==> src/rtl/ext_bus_arbiter.sv <==
// Two-requester round-robin arbiter that serialises 32-bit transactions onto the
// 8-bit multiplexed external bus as 4 address beats, 1 control beat and 4 data beats.
module ext_bus_arbiter #(
    parameter int WAIT_CYCLES = 0
) (
    input  logic        clk,
    input  logic        rst_n,
    input  logic [1:0]  req_valid,
    output logic [1:0]  req_ready,
    input  logic [1:0]  req_we,
    input  logic [63:0] req_addr,
    input  logic [63:0] req_wdata,
    output logic        rsp_valid,
    output logic        rsp_id,
    output logic [31:0] rsp_rdata,
    output logic [7:0]  bus_addr,
    output logic [7:0]  bus_dout,
    output logic [7:0]  bus_oe,
    input  logic [7:0]  bus_din,
    output logic        busy
);

    localparam logic [2:0] S_IDLE = 3'd0;
    localparam logic [2:0] S_ADDR = 3'd1;
    localparam logic [2:0] S_CTRL = 3'd2;
    localparam logic [2:0] S_WAIT = 3'd3;
    localparam logic [2:0] S_DATA = 3'd4;
    localparam logic [2:0] S_RESP = 3'd5;

    localparam logic [3:0] WAIT_LAST = 4'(WAIT_CYCLES - 1);

    logic [2:0]  state;
    logic [1:0]  beat;
    logic [1:0]  nbeat;
    logic [3:0]  wcnt;
    logic        last_grant;
    logic        we_q;
    logic        id_q;
    logic [31:0] addr_q;
    logic [31:0] wdata_q;
    logic [23:0] rdata_q;

    logic        gnt;
    logic        gnt_vld;
    logic        hs;
    logic [31:0] addr_sel;
    logic [31:0] wdata_sel;
    logic        we_sel;

    function automatic logic [7:0] byte_of(input logic [31:0] w, input logic [1:0] k);
        logic [31:0] sh;
        sh = w >> {k, 3'b000};
        return sh[7:0];
    endfunction

    // Round-robin choice; only offered while idle and out of reset.
    always_comb begin
        gnt_vld = |req_valid;
        if (req_valid == 2'b11) gnt = ~last_grant;
        else                    gnt = req_valid[1];
        req_ready = 2'b00;
        if (rst_n && state == S_IDLE && gnt_vld)
            req_ready = gnt ? 2'b10 : 2'b01;
    end

    assign hs        = |(req_valid & req_ready);
    assign addr_sel  = gnt ? req_addr[63:32]  : req_addr[31:0];
    assign wdata_sel = gnt ? req_wdata[63:32] : req_wdata[31:0];
    assign we_sel    = req_we[gnt];
    assign nbeat     = beat + 2'd1;
    assign busy      = (state != S_IDLE);

    // Bus lanes are registered: each transition loads the values for the next beat.
    always_ff @(posedge clk or negedge rst_n) begin
        if (!rst_n) begin
            state      <= S_IDLE;
            beat       <= 2'd0;
            wcnt       <= 4'd0;
            last_grant <= 1'b1;
            we_q       <= 1'b0;
            id_q       <= 1'b0;
            bus_addr   <= 8'h00;
            bus_dout   <= 8'h00;
            bus_oe     <= 8'h00;
            rsp_valid  <= 1'b0;
            rsp_id     <= 1'b0;
            rsp_rdata  <= 32'h0;
        end else begin
            bus_addr  <= 8'h00;
            bus_dout  <= 8'h00;
            bus_oe    <= 8'h00;
            rsp_valid <= 1'b0;
            case (state)
                S_IDLE: begin
                    if (hs) begin
                        state      <= S_ADDR;
                        beat       <= 2'd0;
                        we_q       <= we_sel;
                        id_q       <= gnt;
                        last_grant <= gnt;
                        bus_addr   <= addr_sel[7:0];
                        if (we_sel) begin
                            bus_dout <= wdata_sel[7:0];
                            bus_oe   <= 8'hFF;
                        end
                    end
                end
                S_ADDR: begin
                    beat <= nbeat;
                    if (beat == 2'd3) begin
                        state    <= S_CTRL;
                        bus_addr <= {6'b0, 1'b1, we_q};
                    end else begin
                        bus_addr <= byte_of(addr_q, nbeat);
                        if (we_q) begin
                            bus_dout <= byte_of(wdata_q, nbeat);
                            bus_oe   <= 8'hFF;
                        end
                    end
                end
                S_CTRL: begin
                    beat <= 2'd0;
                    wcnt <= 4'd0;
                    state <= (WAIT_CYCLES == 0) ? S_DATA : S_WAIT;
                end
                S_WAIT: begin
                    wcnt <= wcnt + 4'd1;
                    if (wcnt == WAIT_LAST) state <= S_DATA;
                end
                S_DATA: begin
                    beat <= nbeat;
                    if (beat == 2'd3) begin
                        state     <= S_RESP;
                        rsp_valid <= 1'b1;
                        rsp_id    <= id_q;
                        rsp_rdata <= we_q ? 32'h0 : {bus_din, rdata_q};
                    end
                end
                default: state <= S_IDLE;
            endcase
        end
    end

    // Payload and read-assembly registers need no reset: they are reloaded per transaction.
    always_ff @(posedge clk) begin
        if (hs) begin
            addr_q  <= addr_sel;
            wdata_q <= wdata_sel;
        end
        if (state == S_DATA && !we_q) begin
            case (beat)
                2'd0:    rdata_q[7:0]   <= bus_din;
                2'd1:    rdata_q[15:8]  <= bus_din;
                2'd2:    rdata_q[23:16] <= bus_din;
                default: ;
            endcase
        end
    end

endmodule
==> config.mk <==
export PLATFORM = sky130hd
export DESIGN_NAME = ext_bus_arbiter
export DESIGN_NICKNAME = d
export VERILOG_FILES = /design/src/rtl/ext_bus_arbiter.sv
export SDC_FILE = /design/constraint.sdc
export NUM_CORES = 1
export LEC_CHECK = 0
export BUFFER_PORTS_ARGS = -buffer_cell sky130_fd_sc_hd__buf_2
export CAP_MARGIN = 20
export CORE_ASPECT_RATIO = 0.8
export CORE_UTILIZATION = 46
export DETAILED_ROUTE_END_ITERATION = 8
export HOLD_SLACK_MARGIN = 0.08
export PLACE_DENSITY_LB_ADDON = 0.08
export SLEW_MARGIN = 10
export SYNTH_ARGS = -nofsm -noshare
export SYNTH_HDL_FRONTEND = slang
export SYNTH_SLANG_ARGS = --single-unit
==> constraint.sdc <==
create_clock -name clk -period 2.55 [get_ports clk]
set_input_delay 0.6375 -clock clk [delete_from_list [all_inputs] [get_ports clk]]
set_output_delay 0.6375 -clock clk [all_outputs]
set_load 0.05 [all_outputs]
=== Yosys cells after proc, flatten, opt, wreduce, memory -nomap -nowiden ===
Index checks and enable logic that the tools add are counted.

* Flip-flop bits (word level): 158
* Input bits: 142
* Output and inout bits: 61

* $add $sub $neg: 2
* Order comparisons: 1
* Eq/ne operators: 13
* Shifts and indexed selects: 2
* Muxes and demuxes: 31
* Bitwise operators: 2
* Reduce and logical (&&, ||, !) cells: 19

{| class="wikitable"
|+ Operators with widths
! kind !! number
|-
| 32-bit two-way mux || 3
|-
| 8-bit two-way mux || 10
|-
| 32-bit by 5-bit >> shifter with 8-bit output || 2
|-
| 8-bit case mux with 2 select lines || 3
|-
| 3-bit case mux with 5 select lines || 1
|-
| 3-bit two-way mux || 4
|-
| 2-bit AND reduction || 6
|-
| 2-bit inequality test, second input constant || 4
|-
| 4-bit case mux with 2 select lines || 1
|-
| 2-bit == test, second input constant || 3
|-
| 3-bit by 2-bit == test with 1-bit output, second input constant || 2
|-
| 2-bit two-way mux || 3
|-
| 2-bit case mux with 3 select lines || 1
|-
| 3-bit nonzero test || 2
|-
| 2-bit OR reduction || 3
|-
| 1-bit two-way mux || 5
|-
| 4-bit by 1-bit adder with 4-bit output, second input constant || 1
|-
| 4-bit == test, second input constant || 1
|-
| 4-bit AND reduction || 1
|-
| 3-bit by 1-bit == test with 1-bit output, second input constant || 1
|-
| 3-bit == test, second input constant || 1
|-
| 1-bit logical AND || 3
|-
| 3-bit logical NOT || 1
|-
| 2-bit by 1-bit adder with 2-bit output, second input constant || 1
|-
| 7 further kinds || 7
|}

=== Depth between registers and ports, before layout ===
* Depth in word-level cells: 8
* Mapped depth: 9
* Mapped depth without buffers: 5

=== Worst setup path before layout ===
No wires, ideal clock.

* Path type: flip-flop to output port
* From: reg state[1]
* To: out req_ready[1]
* Arrival: 2251 ps
* Required time: 1913 ps
* Slack: -338 ps
* Stages on the path, launching flop included: 4
* Buffers on the path: 0
* Cell sequence: dfrtp_1 -> nor3_2 -> inv_1 -> nor3_1

* Cells in the longest elaborated chain, start to end: 4

{| class="wikitable"
|+ Ends and longest elaborated chain
! item !! RTL line !! source
|-
| start: declaration || 32 || <nowiki>logic [2:0] state;</nowiki>
|-
| start signal: assignment || 124 || <nowiki>state <= (WAIT_CYCLES == 0) ? S_DATA : S_WAIT;</nowiki>
|-
| 3-bit logical NOT || 62 || <nowiki>if (rst_n && state == S_IDLE && gnt_vld)</nowiki>
|-
| 1-bit logical AND (2 in a row) || 62 ||
|-
| 2-bit two-way mux || 62 ||
|-
| end: declaration || 9 || <nowiki>output logic [1:0] req_ready,</nowiki>
|}

No other way between the ends.

=== Worst setup path after layout ===
* From: reg state[1]
* To: out req_ready[0]

The elaborated chain is that of the path after synthesis.

==> impl_metrics.env <==
export IMPL_rows=38
export IMPL_synth_area_sq_um=6530
export IMPL_setup_viol=0
export IMPL_regToRegEndpoint="bus_dout[3]$_DFF_PN0_"
export IMPL_yosysMostFrequentCell="nand2_1"
export IMPL_end_kind="output port"
export IMPL_clkSinkCount=151
export IMPL_grt_total_usage=0.222
export IMPL_vdd_ir_drop_max_mv=0.998
export IMPL_die_w_um=135
export IMPL_hold_viol=0
export IMPL_dpl_hpwl_mm=10.4
export IMPL_synthArstFlopShare=0.417
export IMPL_startpoint_type="register"
export IMPL_path_cells="nor3_2 -> buf_4 -> nand2_1 -> nor2_1 -> buf_2"
export IMPL_ys_flop_type="edfxtp_1"
export IMPL_timing_reg2reg_worst_path_depth=6
export IMPL_hp_class="in -> async"
export IMPL_routed_wl_mm=15.0
export IMPL_first_global_vias=4786
export IMPL_grt_start_max_net_pins=65
export IMPL_insertedDiodeCount=0
export IMPL_cts_max_path_buffers=2
export IMPL_cp_max_fo=14
export IMPL_p_total_uw=10100
export IMPL_period_needed_ps=2380
export IMPL_start_util=0.477
export IMPL_worstSetupPathType="reg -> out"
export IMPL_clock_skew_ps=7.61
export IMPL_max_freq_mhz=420
export IMPL_slowest_delay_ps=380
export IMPL_final_area_sq_um=8300
export IMPL_avgRoutedWirePerCell_um=16.6
export IMPL_die_area_sq_um=14700
export IMPL_drt_pass1_iterations=5
export IMPL_worst_slack_ps=168
export IMPL_crit_buf_inv=2
export IMPL_antenna_found_initial=0
export IMPL_synthTopCellsByArea="edfxtp_1, dfrtp_1, nand2_1"
export IMPL_nets=861
export IMPL_cellPowerDensity_nw_per_um2=1220
export IMPL_crit_slowest_cell="dfrtp_1"
export IMPL_synth_warnings=0
export IMPL_timing_rr_start="beat[0]$_DFFE_PN0P_"
export IMPL_crit_arrival_ps=1740
export IMPL_core_area_sq_um=13700
export IMPL_cts_resized=0
export IMPL_postCtsHoldBufs=0
export IMPL_post_place_ws_ps=432
export IMPL_met1_usage=0.283
export IMPL_stdcell_count=907
export IMPL_avgSynthCellArea_sq_um=12.7
export IMPL_antenna_left=0
export IMPL_dpl_cell_area_sq_um=7750
export IMPL_gr_total_overflow=0
export IMPL_power_leakage_uw=0.00393
export IMPL_slew_headroom=0.619
export IMPL_port_buffers=202
export IMPL_rsz0062_at_grt="no"
export IMPL_synthDistinctLibCells=42
export IMPL_synth_edf_count=88
export IMPL_status="finished, final reports clean"
export IMPL_place_congestion=0.771
export IMPL_yosysTopAreaCellShare=0.405
export IMPL_regToRegSetupSlack_ps=570
export IMPL_gr_usage_met3=0.0595
export IMPL_drc=0
export IMPL_cp_top_family="buffers and inverters"
export IMPL_drive_gt1_frac=0.393
export IMPL_cts_tree="done"
export IMPL_synth_seq_cells=151
export IMPL_worstMarginPinSlew_ps=571
export IMPL_cts_clk_slew_worst_paths_ps=60
export IMPL_numCtsBuffers=17
export IMPL_viasPerCell=5.18
export IMPL_post_route_period_util=0.934
export IMPL_cp_required_ps=1910
export IMPL_synth_fp_nets=660
export IMPL_cap_viol_max_count=0
export IMPL_seq_area_frac_synth=0.647
export IMPL_busiest_layer="met2"
export IMPL_synthTopCellsByCount="nand2_1, edfxtp_1, dfrtp_1, a22o_1, buf_2"
export IMPL_postCtsSetupBuffers=0
export IMPL_syn_inst=513
export IMPL_syn2layout_area_growth_pct=27.2
export IMPL_num_io_pins=203
export IMPL_cts_root_buf="clkbuf_16"
export IMPL_fin_tns_setup_ps=0
export IMPL_h_tree_depth=4
export IMPL_die_h_um=109
export IMPL_grt_pass1_wl_mm=24.1
export IMPL_slew_viol_final=0
export IMPL_num_fill_cells=1130
export IMPL_drt_iter0_drc=224
export IMPL_vias=4696
export IMPL_use_met2=0.368
export IMPL_place_inst=875
export IMPL_yosysTopAreaCell="edfxtp_1"
export IMPL_insertion_delay_ps=420
## layout by cell type, fill, tap and decap left out, types with 7 or more instances in the layout
cell type	instances
a221o_1	8
a22o_1	34
a32o_1	7
and3_1	8
buf_2	201
buf_4	20
clkbuf_16	18
dfrtp_1	62
edfxtp_1	88
mux2_2	11
mux4_2	14
nand2_1	174
nor2_1	7
o21ai_0	8
## through the flow
stage	hold slack, ps	utilization
6_report	238	0.606
5_1_grt	261	0.606
4_1_cts	242	0.606
3_5_place_dp	448	0.566
3_3_place_gp	446	0.566
2_1_floorplan	342	-
## layer usage
layer / share of wire / routed length (um) / up-vias
li1: - / - / 2241
met1: 0.44 / 6620 / 2273
met2: 0.48 / 7280 / 162
met3: 0.062 / 934 / 20
met4: 0.014 / 216 / 0
met5: 0 / 0 / -
## final cells by class
| class | instances | area [sq um] | area share |
|---|---|---|---|
| sequential | 151 | 4220 | 0.509 |
| multi-input combinational | 316 | 2090 | 0.251 |
| timing repair buffer | 223 | 1200 | 0.144 |
| clock buffer | 21 | 472 | 0.0569 |
| tap | 180 | 225 | 0.0271 |
| clock inverter | 11 | 75.1 | 0.00905 |
| inverter | 5 | 22.5 | 0.00271 |
## power by group
| part | internal (uW) | total (uW) | switching, uW | leakage [uW] |
|---|---|---|---|---|
| Combinational | 1480 | 4270 | 2800 | 0.00204 |
| Clock | 1320 | 2290 | 968 | 0.000258 |
| Sequential | 3280 | 3580 | 305 | 0.00163 |
## sequential cells by signal, summed over array words and instances, names as in the netlist
| signal | cells |
|---|---|
| bus_oe | 1 |
| rsp_id | 1 |
| id_q | 1 |
| wcnt | 4 |
| rsp_valid | 1 |
| last_grant | 1 |
| we_q | 1 |
| rsp_rdata | 32 |
| addr_q | 32 |
| rdata_q | 24 |
| beat | 2 |
| state | 3 |
| bus_addr | 8 |
| bus_dout | 8 |
| wdata_q | 32 |
## cells by family after synthesis
group | count (synthesis) | share of synthesized area
simple gates | 209 | 0.135
compound gates | 73 | 0.0934
flops | 151 | 0.647
buf+inv | 46 | 0.0374
fa+ha+maj | 5 | 0.00959
mux | 28 | 0.0769
xor+xnor | 1 | 0.00134
## worst max path at each step
| stage | startpoint | to | slack, ps | depth (start not counted) |
|---|---|---|---|---|
| floorplan | req_valid[1] | addr_q[0]$_DFFE_PN_ | 60 | 4 |
| detailed placement | req_valid[1] | req_ready[1] | 430 | 4 |
| finish | state[1]$_DFFE_PN0P_ | req_ready[0] | 170 | 5 |
| global placement | req_valid[1] | req_ready[1] | 450 | 4 |
| global route | state[1]$_DFFE_PN0P_ | req_ready[0] | 20 | 5 |
| CTS | state[1]$_DFFE_PN0P_ | req_ready[0] | 130 | 5 |
Power figures use the tool's default switching activity.
